### config.mk
export PLATFORM = sky130hd
export DESIGN_NAME = decode_stage_flat
export DESIGN_NICKNAME = d
export VERILOG_FILES = /design/src/rtl/decode_stage_if.sv /design/src/rtl/decode_stage.sv /design/src/flat_wrapper.sv
export SDC_FILE = /design/constraint.sdc
export NUM_CORES = 1
export LEC_CHECK = 0
export ABC_AREA = 1
export BUFFER_PORTS_ARGS = -buffer_cell sky130_fd_sc_hd__clkbuf_2
export CELL_PAD_IN_SITES_DETAIL_PLACEMENT = 1
export CELL_PAD_IN_SITES_GLOBAL_PLACEMENT = 1
export CORE_MARGIN = 1.5
export CORE_UTILIZATION = 48
export CTS_BUF_LIST = sky130_fd_sc_hd__clkbuf_8
export CTS_CLUSTER_SIZE = 16
export DETAILED_ROUTE_END_ITERATION = 7
export GPL_TIMING_DRIVEN = 0
export PLACE_DENSITY = 0.85
export SYNTH_ARGS = -nofsm -noshare
export SYNTH_HDL_FRONTEND = slang
export SYNTH_SLANG_ARGS = --single-unit
### constraint.sdc
create_clock -name clk -period 22.5 [get_ports clk]
set_input_delay 1.125 -clock clk [delete_from_list [all_inputs] [get_ports clk]]
set_output_delay 1.125 -clock clk [all_outputs]
set_load 0.02 [all_outputs]
### src/rtl/decode_stage_if.sv
// Fetch-to-decode and decode-to-execute handshake bundle.
// slave is the decode stage's view; master is the environment's.
interface decode_stage_if #(
  parameter int XLEN = 32
);
  logic            in_valid;
  logic            in_ready;
  logic [31:0]     in_instr;
  logic [XLEN-1:0] in_pc;

  logic            out_valid;
  logic            out_ready;
  logic [XLEN-1:0] out_pc;
  logic [4:0]      out_rs1;
  logic [4:0]      out_rs2;
  logic [4:0]      out_rd;
  logic            out_rs1_used;
  logic            out_rs2_used;
  logic            out_rd_we;
  logic [XLEN-1:0] out_imm;
  logic [10:0]     out_op;
  logic            out_alu_src_imm;
  logic            out_illegal;

  modport master (
    output in_valid, in_instr, in_pc, out_ready,
    input  in_ready, out_valid, out_pc,
    input  out_rs1, out_rs2, out_rd,
    input  out_rs1_used, out_rs2_used, out_rd_we,
    input  out_imm, out_op, out_alu_src_imm,
    input  out_illegal
  );

  modport slave (
    input  in_valid, in_instr, in_pc, out_ready,
    output in_ready, out_valid, out_pc,
    output out_rs1, out_rs2, out_rd,
    output out_rs1_used, out_rs2_used, out_rd_we,
    output out_imm, out_op, out_alu_src_imm,
    output out_illegal
  );
endinterface

### src/rtl/decode_stage.sv
// RV32I decode stage: combinational decode into a circular
// FIFO of decoded entries, flushable, with valid/ready on both sides.
module decode_stage #(
  parameter int XLEN          = 32,
  parameter int BUF_DEPTH     = 2,
  parameter int CHECK_ILLEGAL = 1
) (
  input  logic                         clk,
  input  logic                         rst,
  input  logic                         flush,
  decode_stage_if.slave                bus,
  output logic [$clog2(BUF_DEPTH):0]   occupancy
);
  localparam int OW = $clog2(BUF_DEPTH) + 1;
  localparam int PW = (BUF_DEPTH > 1) ? $clog2(BUF_DEPTH) : 1;
  localparam logic [PW-1:0] LAST = PW'(BUF_DEPTH - 1);
  localparam logic [OW-1:0] FULL = OW'(BUF_DEPTH);

  typedef struct packed {
    logic [XLEN-1:0] pc;
    logic [4:0]      rs1;
    logic [4:0]      rs2;
    logic [4:0]      rd;
    logic            rs1_used;
    logic            rs2_used;
    logic            rd_we;
    logic [XLEN-1:0] imm;
    logic [10:0]     op;
    logic            alu_src_imm;
    logic            illegal;
  } dec_t;

  logic [31:0] ins;
  logic [6:0]  opc;
  logic [2:0]  f3;
  logic [6:0]  f7;
  assign ins = bus.in_instr;
  assign opc = ins[6:0];
  assign f3  = ins[14:12];
  assign f7  = ins[31:25];

  logic is_r, is_opi, is_load, is_jalr, is_fence, is_sys;
  logic is_store, is_br, is_lui, is_auipc, is_jal;
  logic is_i, is_u, known;
  assign is_r     = opc == 7'b0110011;
  assign is_opi   = opc == 7'b0010011;
  assign is_load  = opc == 7'b0000011;
  assign is_jalr  = opc == 7'b1100111;
  assign is_fence = opc == 7'b0001111;
  assign is_sys   = opc == 7'b1110011;
  assign is_store = opc == 7'b0100011;
  assign is_br    = opc == 7'b1100011;
  assign is_lui   = opc == 7'b0110111;
  assign is_auipc = opc == 7'b0010111;
  assign is_jal   = opc == 7'b1101111;
  assign is_i  = is_opi | is_load | is_jalr | is_fence | is_sys;
  assign is_u  = is_lui | is_auipc;
  assign known = is_i | is_u | is_r | is_store | is_br | is_jal;

  logic [31:0] imm32;
  always_comb begin
    imm32 = '0;
    unique case (1'b1)
      is_i:     imm32 = {{20{ins[31]}}, ins[31:20]};
      is_store: imm32 = {{20{ins[31]}}, ins[31:25], ins[11:7]};
      is_br:    imm32 = {{19{ins[31]}}, ins[31], ins[7],
                         ins[30:25], ins[11:8], 1'b0};
      is_u:     imm32 = {ins[31:12], 12'b0};
      is_jal:   imm32 = {{11{ins[31]}}, ins[31], ins[19:12],
                         ins[20], ins[30:21], 1'b0};
      default:  imm32 = '0;
    endcase
  end

  // funct7 rule shared by R-type and shift-immediates
  logic f7_ok, shift_imm, sys_ok, ill_raw, illegal;
  assign f7_ok = (f7 == 7'h00) ||
                 (f7 == 7'h20 && (f3 == 3'b000 || f3 == 3'b101));
  assign shift_imm = is_opi && (f3 == 3'b001 || f3 == 3'b101);
  assign sys_ok = (ins == 32'h0000_0073) || (ins == 32'h0010_0073);
  assign ill_raw = (ins[1:0] != 2'b11) || !known
    || (is_br && (f3 == 3'b010 || f3 == 3'b011))
    || (is_load && (f3 == 3'b011 || f3[2:1] == 2'b11))
    || (is_store && f3 > 3'b010)
    || (is_jalr && f3 != 3'b000)
    || (is_r && !f7_ok)
    || (shift_imm && !f7_ok)
    || (is_sys && !sys_ok);
  assign illegal = (CHECK_ILLEGAL != 0) && ill_raw;

  dec_t dec;
  always_comb begin
    dec = '0;
    dec.pc       = bus.in_pc;
    dec.rs1      = ins[19:15];
    dec.rs2      = ins[24:20];
    dec.rd       = ins[11:7];
    dec.rs1_used = is_r | is_opi | is_load | is_jalr
                 | is_store | is_br;
    dec.rs2_used = is_r | is_store | is_br;
    dec.rd_we    = (is_r | is_opi | is_load | is_jalr | is_u | is_jal)
                 && (ins[11:7] != 5'd0) && !illegal;
    dec.imm      = XLEN'($signed(imm32));
    dec.op       = {(is_r | (is_opi && f3 == 3'b101)) & ins[30],
                    f3, opc};
    dec.alu_src_imm = is_i | is_store | is_u | is_jal;
    dec.illegal  = illegal;
  end

  dec_t            mem [BUF_DEPTH];
  logic [PW-1:0]   wr_ptr, rd_ptr;
  logic [OW-1:0]   occ;
  logic            push, pop;

  function automatic logic [PW-1:0] nxt(input logic [PW-1:0] p);
    return (p == LAST) ? '0 : p + PW'(1);
  endfunction

  assign bus.in_ready  = occ < FULL;
  assign bus.out_valid = occ != '0;
  assign push = bus.in_valid && bus.in_ready;
  assign pop  = bus.out_valid && bus.out_ready;

  always_ff @(posedge clk) begin
    if (rst || flush) begin
      wr_ptr <= '0;
      rd_ptr <= '0;
      occ    <= '0;
    end else begin
      if (push) wr_ptr <= nxt(wr_ptr);
      if (pop)  rd_ptr <= nxt(rd_ptr);
      unique case ({push, pop})
        2'b10:   occ <= occ + OW'(1);
        2'b01:   occ <= occ - OW'(1);
        default: occ <= occ;
      endcase
    end
  end

  always_ff @(posedge clk) begin
    if (push && !flush && !rst) mem[wr_ptr] <= dec;
  end

  // data fields read zero whenever the buffer is empty
  dec_t head;
  assign head = bus.out_valid ? mem[rd_ptr] : '0;

  assign bus.out_pc          = head.pc;
  assign bus.out_rs1         = head.rs1;
  assign bus.out_rs2         = head.rs2;
  assign bus.out_rd          = head.rd;
  assign bus.out_rs1_used    = head.rs1_used;
  assign bus.out_rs2_used    = head.rs2_used;
  assign bus.out_rd_we       = head.rd_we;
  assign bus.out_imm         = head.imm;
  assign bus.out_op          = head.op;
  assign bus.out_alu_src_imm = head.alu_src_imm;
  assign bus.out_illegal     = head.illegal;
  assign occupancy           = occ;
endmodule
### src/flat_wrapper.sv
// flat-port wrapper written by rule: the top's interface ports become plain ports
module decode_stage_flat 
#(
  parameter int XLEN          = 32,
  parameter int BUF_DEPTH     = 2,
  parameter int CHECK_ILLEGAL = 1
)
  (clk, rst, flush, occupancy, bus_in_valid, bus_in_instr, bus_in_pc, bus_out_ready, bus_in_ready, bus_out_valid, bus_out_pc, bus_out_rs1, bus_out_rs2, bus_out_rd, bus_out_rs1_used, bus_out_rs2_used, bus_out_rd_we, bus_out_imm, bus_out_op, bus_out_alu_src_imm, bus_out_illegal);
  decode_stage_if #(.XLEN(XLEN)) bus_i ();
  input  logic clk;
  input  logic rst;
  input  logic flush;
  output logic [$clog2(BUF_DEPTH):0] occupancy;
  input wire logic [$bits(bus_i.in_valid)-1:0] bus_in_valid;
  input wire logic [$bits(bus_i.in_instr)-1:0] bus_in_instr;
  input wire logic [$bits(bus_i.in_pc)-1:0] bus_in_pc;
  input wire logic [$bits(bus_i.out_ready)-1:0] bus_out_ready;
  output wire logic [$bits(bus_i.in_ready)-1:0] bus_in_ready;
  output wire logic [$bits(bus_i.out_valid)-1:0] bus_out_valid;
  output wire logic [$bits(bus_i.out_pc)-1:0] bus_out_pc;
  output wire logic [$bits(bus_i.out_rs1)-1:0] bus_out_rs1;
  output wire logic [$bits(bus_i.out_rs2)-1:0] bus_out_rs2;
  output wire logic [$bits(bus_i.out_rd)-1:0] bus_out_rd;
  output wire logic [$bits(bus_i.out_rs1_used)-1:0] bus_out_rs1_used;
  output wire logic [$bits(bus_i.out_rs2_used)-1:0] bus_out_rs2_used;
  output wire logic [$bits(bus_i.out_rd_we)-1:0] bus_out_rd_we;
  output wire logic [$bits(bus_i.out_imm)-1:0] bus_out_imm;
  output wire logic [$bits(bus_i.out_op)-1:0] bus_out_op;
  output wire logic [$bits(bus_i.out_alu_src_imm)-1:0] bus_out_alu_src_imm;
  output wire logic [$bits(bus_i.out_illegal)-1:0] bus_out_illegal;
  assign bus_i.in_valid = bus_in_valid;
  assign bus_i.in_instr = bus_in_instr;
  assign bus_i.in_pc = bus_in_pc;
  assign bus_i.out_ready = bus_out_ready;
  assign bus_in_ready = bus_i.in_ready;
  assign bus_out_valid = bus_i.out_valid;
  assign bus_out_pc = bus_i.out_pc;
  assign bus_out_rs1 = bus_i.out_rs1;
  assign bus_out_rs2 = bus_i.out_rs2;
  assign bus_out_rd = bus_i.out_rd;
  assign bus_out_rs1_used = bus_i.out_rs1_used;
  assign bus_out_rs2_used = bus_i.out_rs2_used;
  assign bus_out_rd_we = bus_i.out_rd_we;
  assign bus_out_imm = bus_i.out_imm;
  assign bus_out_op = bus_i.out_op;
  assign bus_out_alu_src_imm = bus_i.out_alu_src_imm;
  assign bus_out_illegal = bus_i.out_illegal;
  decode_stage #(.XLEN(XLEN), .BUF_DEPTH(BUF_DEPTH), .CHECK_ILLEGAL(CHECK_ILLEGAL)) u_core (.clk(clk), .rst(rst), .flush(flush), .bus(bus_i), .occupancy(occupancy));
endmodule
# Word-level counts from Yosys, hierarchy flattened
# Memory sizes are Yosys's and may differ from the RTL's. A register that Yosys moved wholly into a read port is not among the register bits.
# Cells that the tools add are included.
totals:
  ff_bits: 4
  latch_bits: 0
  ram_bits: 190
  romBits: 0
  inputBits: 69
  output_inout_bits: 99
  elab_cells: 108
  memories: 1
classes:
  add_sub_neg: 4
  mul: 0
  div: 0
  magnitude_cmp: 2
  n_eq_ne: 22
  n_shift: 0
  muxes: 9
  bitwise: 24
  n_reduce_logical: 43
mem_list:
  columns: ["name", "depth", "word_bits", "read_ports", "rd_clocked_by_memory_dff", "write_ports", "line_no", "rtl"]
  rows:
  - ["u_core.mem", 2, 95, 1, 1, 1, "decode_stage.sv:110", "dec_t mem [BUF_DEPTH];"]
ops:
  columns: ["cell", "count"]
  rows:
  - ["$pmux 32 s5", 1]
  - ["$mux 95", 1]
  - ["$eq 32x21->1 const B", 1]
  - ["$eq 32x7->1 const B", 1]
  - ["$eq 7x6->1 const B", 4]
  - ["$eq 7x7->1 const B", 4]
  - ["$or 1x1->1", 23]
  - ["$logic_and 1x1->1", 16]
  - ["$logic_or 1x1->1", 15]
  - ["$eq 7x5->1 const B", 2]
  - ["$eq 7x2->1 const B", 1]
  - ["$eq 7x4->1 const B", 1]
  - ["$logic_not 7->1", 1]
  - ["$eq 3x2->1 const B", 2]
  - ["$logic_not 1->1", 6]
  - ["$mux 1", 6]
  - ["$reduce_bool 5->1", 1]
  - ["$eq 2x2->1 const B", 2]
  - ["$pmux 2 s2", 1]
  - ["$reduce_bool 2->1", 2]
  - ["$eq 3x1->1 const B", 1]
  - ["$eq 3x3->1 const B", 1]
  - ["$gt 3x2->1 const B", 1]
  - ["$logic_not 3->1", 1]
  - ["other kinds (8)", 9]

# Depth between registers and ports, before layout
depth:
  ltp_word: 21
  depth_mapped: 10
  mapped_depth_nobuf: 9

# Worst setup path after synthesis
# OpenSTA, ideal clock, no wires.
synth_path:
  kind: "input-to-reg"
  startpoint: "input flush"
  endpoint: "memory u_core.mem[1][0] (netlist bit), enable pin"
  setup_ns: 0.665
  arrival_time_ns: 7.771
  t_required_ns: 21.835
  setup_slack_ns: 14.064
  stages: 3
  path_buffers: 0
  cell_sequence: "nor2_1 inv_1 nor3_1"
synth_via:
  elab_chain_cells: 5
synth_lines:
  columns: ["element", "line_no", "rtl"]
  rows:
  - ["start: declaration", "flat_wrapper.sv:12", "input logic flush;"]
  - ["$logic_not 1->1", "decode_stage.sv:141", "if (push && !flush && !rst) mem[wr_ptr] <= dec;"]
  - ["$logic_and 1x1->1 (2 in a row)", "decode_stage.sv:141", null]
  - ["$mux 1", "decode_stage.sv:141", null]
  - ["$mux 1 (implied by the code)", "decode_stage.sv:141", null]
  - ["end: declaration", "decode_stage.sv:110", null]
# Every way passes these cells.

# Worst setup path in the final report
layout_path:
  startpoint: "register u_core.occ[1], in the netlist u_core.occupancy[1]"
  endpoint: "output bus_out_rs1[3]"
layout_via:
  elab_chain_cells: 2
layout_lines:
  columns: ["element", "line_no", "rtl"]
  rows:
  - ["start: declaration", "decode_stage.sv:112", "logic [OW-1:0] occ;"]
  - ["start signal: assignment", "decode_stage.sv:133", "2'b10: occ <= occ + OW'(1);"]
  - ["start signal: assignment", "decode_stage.sv:134", "2'b01: occ <= occ - OW'(1);"]
  - ["$reduce_bool 2->1", "decode_stage.sv:120", "assign bus.out_valid = occ != '0;"]
  - ["$mux 95", "decode_stage.sv:146", "assign head = bus.out_valid ? mem[rd_ptr] : '0;"]
  - ["end: declaration", "flat_wrapper.sv:21", "output wire logic [$bits(bus_i.out_rs1)-1:0] bus_out_rs1;"]
# Every way passes these cells.

==> results.cfg <==
[floorplanning]
io_pins = 168
die_w_um = 132
die_area_mm2 = 0.0175
num_rows = 47
initial_core_util_pct = 48.8
dieHeight_um = 132
core-area_mm2 = 0.0165

[power]
ir_worst_vdd_uv = 34.2
p_per_area_mw_per_mm2 = 71.6
power_uw = 697
leakage_uw = 0.00385

[sta]
slew_violations = 0
fin_setup_tns_ns = 0
tightest_slew_ns = 0.818
finClkSkew_ns = 0.0101
slew_headroom_pct = 45.2
timing.fmax_mhz = 288
rsz0062_at_grt = false
setup_ws_ns = 19.03
period_needed_ns = 3.47
hold_violations = 0
finalCritPeriodShare_pct = 15.4
finalSetupViolations = 0

[clock_network]
cts_buffers = 17
cts_root_buffer = clkbuf_8
worstSkewPairLatency_ns = 0.47
clock-sinks = 195
path_clk_slew_ns = 0.09
h-tree-depth = 4
cts_tree = built
cts_setup_buffers = 0
cts_buffer_depth = 2
cts-hold-fix-buffers = 0
ctsResizeCount = 0

[routing]
routed_via_density = 5.20
wl_per_cell_um = 18.4
drt_iter0_drc = 339
wirelength_um = 20600
first_pass_iters = 5
route.detailed.drc = 0
postRouteAntennaNets = 0
vias = 5835

[synthesis]
synth.ff_latch_count = 195
synth_cell_types = 27
yosys_warnings = 0
synthCells = 692
synth_area_mm2 = 0.00804
avgSynthCellArea_um2 = 11.6
synth_seq_area_share_pct = 72.2
syn-num-nets = 762

[final_layout]
final_nets = 960
antennaDiodeCount = 0
syn2layout_area_growth_pct = 21.1
drive_gt1_share_pct = 26.1
layout.cells.non_filler = 1122

[global_routing]
grt_max_degree = 33
grt_pass1_wl_um = 32400
antenna_found_initial = 0
grt_pass1_vias = 6134
overflow = 0
grt.total_usage_pct = 24.5

[flow_run]
maxCapViolations = 0

[worst_hold_path]
hold_depth = 1
min_path_type = register to register

[place]
post-place-ws_ns = 19.37
gp_congestion = 0.847
dpl.hpwl_um = 15200
numPortBuffers = 167
dp_cells = 1091

[setup_path]
r2r_cells = 6
critical-path-top-delay-family = buffers and inverters
end_kind = output port
path_class = register to output port
required_ns = 21.38
critPathLaunchType = register
path_cells = nor2_1 > buf_2 > buf_1 > a21oi_1 > clkbuf_2
critPathArrivalTime_ns = 2.35
critPathSlowestCell = nor2_1
crit_buf_inv = 3
max_stage_delay_ns = 0.41
crit_fanout = 10
crit_cells = 5

[status]
status = finished clean
==> per-layer routing <==
metal | GRT usage (%) | vias up | wire, µm
li1 | - | 2789 | -
met1 | 29.6 | 2837 | 8370
met2 | 43.7 | 171 | 10800
met3 | 4.18 | 38 | 902
met4 | 9.71 | 0 | 502
met5 | 0 | - | 0
==> placed cells by master, fill, tap and decap left out, types with 2 or more instances in the layout <==
| cell | instances |
|---|---|
| nor2_1 | 34 |
| bufinv_16 | 3 |
| buf_6 | 6 |
| nand2_2 | 5 |
| o21ai_0 | 12 |
| inv_2 | 4 |
| buf_1 | 11 |
| clkbuf_1 | 18 |
| nor2_8 | 2 |
| nor3_1 | 4 |
| buf_12 | 2 |
| a21oi_1 | 102 |
| inv_1 | 36 |
| o22ai_1 | 8 |
| inv_6 | 2 |
| edfxtp_1 | 190 |
| nand3_1 | 18 |
| nor2_4 | 4 |
| nand2_1 | 221 |
| clkinv_4 | 3 |
| buf_8 | 3 |
| clkinvlp_4 | 2 |
| buf_2 | 4 |
| nand2_4 | 2 |
| clkbuf_8 | 17 |
| a22o_1 | 3 |
| dfxtp_1 | 5 |
| clkbuf_2 | 167 |
| o22ai_2 | 4 |
==> where the power goes <==
group	internal (µW)	switching (µW)
logic	18.5	44.6
clock network	109	119
registers	404	1.73
==> sequential cells by signal (all words and copies together) (netlist names), named ones only <==
| name | flops |
|---|---|
| u_core.rd_ptr | 1 |
| u_core.wr_ptr | 1 |
| u_core.occupancy | 2 |
| u_core.mem | 190 |
==> cell type report <==
cell class,count,area [µm²]
buffer,34,144
clock buffer,17,234
clock inverter,14,165
fill,1810,6730
inverter,37,139
multi-input combinational,426,1960
sequential,195,5810
tap,220,275
timing repair buffer,179,1010
==> metrics by stage <==
step	cell area [µm²]	hold WS, ns	utilization, %
finish	9730	0.461	59.1
global route	9730	0.514	59.1
CTS	9730	0.459	59.1
detailed placement	9340	0.446	56.7
global placement	9150	0.434	55.6
floorplan	8040	0.425	-
==> cell families (layout without fill, tap and decap cells) <==
logic type	after synthesis	after routing	synth area share [%]
AOI/OAI and AO/OA	131	131	8.87
adders and majority gates	1	1	0.156
and+or+nand+nor	293	293	15.1
xor gates and xnor gates	1	1	0.109
DFF	195	195	72.2
buffers and inverters	71	281	3.52
==> path summary, 6_finish.rpt <==
| path | startpoint | end | slack (ns) |
|---|---|---|---|
| hold / removal | u_core.rd_ptr$_SDFFE_PP0P_ | u_core.rd_ptr$_SDFFE_PP0P_ | 0.46 |
| hold reg to reg | u_core.rd_ptr$_SDFFE_PP0P_ | u_core.rd_ptr$_SDFFE_PP0P_ | 0.46 |
| setup reg to reg | u_core.occupancy[1]$_SDFFE_PP0P_ | u_core.mem[1][44]$_DFFE_PP_ | 20.31 |
| setup / recovery | u_core.occupancy[1]$_SDFFE_PP0P_ | bus_out_rs1[3] | 19.03 |
==> synthesized netlist by cell type <==
master | count | share of area [%]
nor2_1 | 35 | 1.6
nor3_1 | 5 | 0.31
ha_1 | 1 | 0.16
nand2_4 | 2 | 0.28
buf_1 | 11 | 0.51
nor2_8 | 2 | 0.50
a21oi_1 | 102 | 6.4
nand2_2 | 5 | 0.39
inv_1 | 33 | 1.5
o21bai_1 | 1 | 0.093
nor2_4 | 3 | 0.42
nand2_1 | 221 | 10
o22ai_1 | 8 | 0.62
or2_1 | 1 | 0.078
xor2_1 | 1 | 0.11
buf_8 | 1 | 0.19
buf_2 | 4 | 0.25
clkbuf_1 | 18 | 0.84
o21ai_0 | 12 | 0.75
edfxtp_1 | 190 | 71
inv_2 | 4 | 0.19
o22ai_2 | 4 | 0.62
a21oi_2 | 1 | 0.11
nand4_1 | 1 | 0.078
nand3_1 | 18 | 1.1
dfxtp_1 | 5 | 1.2
a22o_1 | 3 | 0.33
Note: power is estimated with default switching activity, not from simulation.
